File: config.mk
export PLATFORM = sky130hd
export DESIGN_NAME = div_seq_ctrl
export DESIGN_NICKNAME = d
export VERILOG_FILES = /design/src/rtl/div_seq_ctrl.sv
export SDC_FILE = /design/constraint.sdc
export NUM_CORES = 1
export LEC_CHECK = 0
export CAP_MARGIN = 20
export CORE_ASPECT_RATIO = 1.25
export CORE_MARGIN = 3
export CORE_UTILIZATION = 55
export DETAILED_ROUTE_END_ITERATION = 8
export DONT_BUFFER_PORTS = 1
export HOLD_SLACK_MARGIN = 0.03
export PLACE_DENSITY = 0.75
export SLEW_MARGIN = 20
export SYNTH_ARGS = -nofsm -noshare
export SYNTH_HDL_FRONTEND = slang
export SYNTH_SLANG_ARGS = --single-unit
File: constraint.sdc
create_clock -name clk -period 3.7 [get_ports clk]
set_input_delay 0.74 -clock clk [delete_from_list [all_inputs] [get_ports clk]]
set_output_delay 0.74 -clock clk [all_outputs]
set_load 0.02 [all_outputs]
File: src/rtl/div_seq_ctrl.sv
// Multi-cycle DIV/DIVU sequencer: radix-2 restoring shift-subtract loop with sign fix-up.
// Optional macro DIV_BYZERO_FAST_EN: a zero divisor skips the loop and completes in one edge.
module div_seq_ctrl #(
  parameter int WIDTH = 32
) (
  input  logic             clk,
  input  logic             rst,
  input  logic             start,
  input  logic             is_signed,
  input  logic [WIDTH-1:0] opa,
  input  logic [WIDTH-1:0] opb,
  input  logic             annul,
  output logic             stall,
  output logic             result_valid,
  output logic [WIDTH-1:0] hi,
  output logic [WIDTH-1:0] lo
);

  localparam int CW = $clog2(WIDTH);

  typedef enum logic [1:0] {IDLE, BUSY, FIXUP, DONE} state_t;

  state_t           state;
  state_t           state_nx;
  logic [CW-1:0]    cnt;
  logic [WIDTH-1:0] divisor;
  logic [WIDTH-1:0] rem;
  logic [WIDTH-1:0] dvd;
  logic             sign_q;
  logic             sign_r;

  logic             accept;
  logic             last_iter;
  logic [WIDTH-1:0] abs_a;
  logic [WIDTH-1:0] abs_b;
  logic [WIDTH:0]   rem_sh;
  logic [WIDTH:0]   rem_diff;
  logic             q_bit;

  assign accept    = (state == IDLE) && start && !annul;
  assign last_iter = (cnt == CW'(WIDTH - 1));
  assign abs_a     = (is_signed && opa[WIDTH-1]) ? -opa : opa;
  assign abs_b     = (is_signed && opb[WIDTH-1]) ? -opb : opb;

  // The dividend register doubles as the quotient register: its MSB feeds the
  // partial remainder while the new quotient bit enters at the LSB.
  assign rem_sh   = {rem, dvd[WIDTH-1]};
  assign rem_diff = rem_sh - {1'b0, divisor};
  assign q_bit    = (rem_sh >= {1'b0, divisor});

  always_ff @(posedge clk) begin
    if (rst) begin
      state <= IDLE;
    end else begin
      state <= state_nx;
    end
  end

  always_comb begin
    state_nx     = state;
    stall        = 1'b0;
    result_valid = 1'b0;
    case (state)
      IDLE: begin
        stall = start && !annul;
        if (accept) begin
`ifdef DIV_BYZERO_FAST_EN
          state_nx = (opb == '0) ? DONE : BUSY;
`else
          state_nx = BUSY;
`endif
        end
      end
      BUSY: begin
        stall = 1'b1;
        if (annul) begin
          state_nx = IDLE;
        end else if (last_iter) begin
          state_nx = FIXUP;
        end
      end
      FIXUP: begin
        stall    = 1'b1;
        state_nx = annul ? IDLE : DONE;
      end
      DONE: begin
        result_valid = 1'b1;
        state_nx     = IDLE;
      end
      default: state_nx = IDLE;
    endcase
  end

  // hi/lo are only written when a result commits, so an annulled operation
  // leaves the previous HI/LO visible.
  always_ff @(posedge clk) begin
    if (rst) begin
      cnt     <= '0;
      divisor <= '0;
      rem     <= '0;
      dvd     <= '0;
      sign_q  <= 1'b0;
      sign_r  <= 1'b0;
      hi      <= '0;
      lo      <= '0;
    end else begin
      case (state)
        IDLE: begin
          if (accept) begin
            cnt     <= '0;
            divisor <= abs_b;
            dvd     <= abs_a;
            rem     <= '0;
            sign_q  <= is_signed && (opa[WIDTH-1] ^ opb[WIDTH-1]);
            sign_r  <= is_signed && opa[WIDTH-1];
`ifdef DIV_BYZERO_FAST_EN
            if (opb == '0) begin
              lo <= '1;
              hi <= opa;
            end
`endif
          end
        end
        BUSY: begin
          if (!annul) begin
            cnt <= cnt + 1'b1;
            rem <= q_bit ? rem_diff[WIDTH-1:0] : rem_sh[WIDTH-1:0];
            dvd <= {dvd[WIDTH-2:0], q_bit};
          end
        end
        FIXUP: begin
          if (!annul) begin
            lo <= sign_q ? -dvd : dvd;
            hi <= sign_r ? -rem : rem;
          end
        end
        default: ;
      endcase
    end
  end

endmodule

==> results by group <==
Run status
  • Outcome: completed

Die
  • I/O pin cnt: 135
  • Full die area: between 20000 and 25000 um^2
  • Number of placement rows: 56
  • Core Footprint: about 19000 um^2
  • Die H: approximately 160 um
  • Initial Util: a little under three fifths
  • Die Wd: roughly 130 um

Clock network
  • Worst-Skew Late Latency: 440 ps
  • CTS tree: yes
  • Post_cts resized: 0
  • # Post-CTS Setup Buffers: 0
  • CTS root buf: clkbuf_16
  • CTS buffer count: 17
  • Clock sink total: 169
  • Longest Clk Path Bufs: 2
  • CTS Hold Bufs: 0
  • Clock H-tree levels: 4
  • Clock Pin Slew Worst Setup and Hold Paths: 70 ps

Critical path
  • FF-to-FF End: hi[28]
  • Worst R2R Start: rem[14]
  • CP Data Required Time: about 4100 ps
  • Cell Chain, Critical Path: or4_1 > or4_1 > or2_2 > or3_1 > or4_1 > o31ai_1 > xor2_1 > a211oi_1
  • CP Class: flip-flop to flip-flop
  • Crit path to: hi[28]
  • Crit-path max cell delay: between 600 and 700 ps
  • Critical-path top delay cell: or4_1
  • Crit path DAT: approximately 3600 ps
  • Cells on worst reg2reg path: 8
  • Worst reg2reg setup slack: around 430 ps
  • Worst-path fanout max: 8
  • CP endpoint kind: flip-flop
  • Worst setup SP type: flip-flop
  • Most frequent CP cell: or4_1
  • CP Launch Point: rem[14]

Logic synthesis
  • Synthesized net count: approximately 1500
  • EDFF count, synth: 0
  • Syn. warnings: 0
  • Ys async rst share: 0%
  • Mapped cell area: approximately 11000 um^2
  • Syn Inst Count: between 1000 and 1500
  • Seq cells post-synth: roughly 170
  • Sequential element share of the synthesized area: a little under a third
  • Avg Synthesized Cell Area: just under 8 um^2
  • Top_reg_cell synth: dfxtp_1
  • Synth cell types: between 60 and 70

Route
  • WL per Instance: between 15 and 20 um
  • Final WL: roughly 29000 um
  • DRC: 0
  • Vias: between 9000 and 10000
  • Post-route ant nets: 0
  • Pre-antenna DRT Iters: 5
  • DRT iter0 DRCs: 510
  • Average vias per placed instance: 6.04

Timing
  • Setup WS post-layout: approximately 430 ps
  • Hold Violations, Final: 0
  • Setup violators final: 0
  • Crit path time final: about 3300 ps
  • Worst hold slack: about 380 ps
  • F_max: 305 MHz
  • RSZ-0062 raised after global routing: false
  • Slew margin rel.: a little under a third
  • Worst Skew: 12.8 ps
  • Final Max Tran Viols: 0
  • Setup_tns: 0 ps
  • Slew @ Worst Pin: about 1000 ps
  • Final period util: between 80% and 90%

Placement
  • Setup WS pre-CTS: approximately 270 ps
  • Port Buffers: 0
  • DP Wirelength: 21000 um
  • Gpl congestion: slightly above 0.9

Final layout
  • Area Growth Syn to Fin: 6.81%
  • Fin nets: between 1000 and 1500
  • Antenna cells: 0
  • Final core utilization: about three fifths
  • Layout cells sized above 1: 5.76%

Power and ir drop
  • Static leakage: roughly 0.0042 uW
  • Worst IR drop on VDD: 322 uV
  • PD cells: between 400 and 500 nW/um^2

Run
  • MaxCap Viol Count: 0

Global routing
  • Global Route Usage Sum: 26.3%
  • Global-route wire length before repair: 46300 um
  • Vias in the first global route: 9251
  • Initial antenna violation count: 0
  • Global route overflow: 0
  • Largest net degree at the start of global routing: 142

Worst hold path
  • Hold WC Path Type: input pin to flip-flop
state kept, by name, indices dropped and copies added, names as in the netlist:
name     count
divisor     32
dvd         32
hi          32
lo          32
rem         32
cnt          5
state        2
sign_q       1
sign_r       1
final cells by class:
class                           count  area, um^2
Clock buffer                       21         460
Clock inverter                     11         115
Fill cell                        1802        7470
Inverter                           53         199
Multi-Input combinational cell   1091        6880
Sequential cell                   169        3380
Tap cell                          261         327
Timing Repair Buffer               26         220
power breakdown:
group	leakage, uW	internal [uW]	switching, uW
clock network	0.000280	975	772
registers	0.00137	1890	77.2
logic	0.00256	388	621
total	0.00421	3250	1470
routing by layer:
metal	vias up	routed length (um)	global-route usage, %
li1	4964	-	-
met3	59	1120	4.17
met4	0	1300	13.4
met2	248	14700	49.2
met5	-	0	0
met1	4594	11500	28.8
critical path, delay by kind of cell (launching register included):
kind | cells | cell delay [ps]
simple gates | 5 | 2220
compound gates | 2 | 500
flops | 1 | 380
xor+xnor | 1 | 100
synthesized netlist by cell type, drive strengths merged, types with 16 or more instances:
master / n / area (um^2)
nand2: 157 / 589
or4: 23 / 188
inv: 53 / 199
o31ai: 26 / 200
a21oi: 102 / 510
o41ai: 17 / 156
ha: 42 / 526
o21ai: 104 / 521
a21o: 16 / 120
xor2: 94 / 823
clkbuf: 85 / 359
nor2: 159 / 597
xnor2: 42 / 368
mux2i: 27 / 270
dfxtp: 169 / 3380
nand3: 16 / 80.1
a211oi: 89 / 668
nor3: 24 / 120
logic make-up (layout without fill, tap and decap cells):
group / Yosys count / after routing / synth area share (%)
and+or+nand+nor: 467 / 467 / 20.0
xor gates and xnor gates: 136 / 136 / 11.0
DFF: 169 / 169 / 31.2
adders and majority gates: 43 / 43 / 5.03
AOI/OAI and AO/OA: 418 / 418 / 24.7
buffers and inverters: 146 / 111 / 5.54
muxes: 27 / 27 / 2.49
metrics by stage:
step / area [um^2] / std cells / total power (uW)
2_1_floorplan: 10800 / 1406 / 2800
3_3_place_gp: 11000 / 1600 / 3000
3_5_place_dp: 11000 / 1600 / 3010
4_1_cts: 11600 / 1632 / 4740
5_1_grt: 11600 / 1632 / 4960
6_report: 11600 / 1632 / 4720
how the worst min path moves through the flow:
| stage | start | endpoint | slack, ps | cells after the start |
|---|---|---|---|---|
| floorplan | divisor[29] | divisor[29] | 430 | 2 |
| global placement | divisor[30] | divisor[30] | 440 | 2 |
| detailed placement | divisor[29] | divisor[29] | 450 | 2 |
| CTS | rst | divisor[31] | 370 | 1 |
| global route | rst | lo[2] | 370 | 1 |
| finish | rst | lo[3] | 380 | 1 |
layout by cell type (no fill, tap or decap), types with 3 or more instances in the layout:
| cell | n |
|---|---|
| nor3_1 | 24 |
| nand2_1 | 157 |
| or3_1 | 12 |
| o41ai_1 | 16 |
| a311oi_1 | 9 |
| mux2i_1 | 27 |
| nor3b_1 | 3 |
| a211oi_1 | 89 |
| or2_2 | 7 |
| o211ai_1 | 8 |
| o21bai_1 | 7 |
| clkinv_4 | 5 |
| nor4_1 | 15 |
| nand3b_1 | 8 |
| inv_1 | 53 |
| nand4b_1 | 3 |
| nand2b_1 | 3 |
| clkbuf_16 | 17 |
| xnor2_1 | 42 |
| xor2_1 | 94 |
| and3_1 | 5 |
| nand3_1 | 16 |
| nand4_1 | 11 |
| and2_1 | 4 |
| o31ai_1 | 25 |
| or4_4 | 4 |
| a21o_1 | 16 |
| buf_4 | 24 |
| or4_1 | 19 |
| dfxtp_1 | 168 |
| a31oi_1 | 13 |
| ha_1 | 41 |
| a32oi_1 | 13 |
| a21oi_1 | 102 |
| nor2b_1 | 7 |
| nor2_1 | 157 |
| o21ai_0 | 104 |
Note: power is estimated with default switching activity, not from simulation.
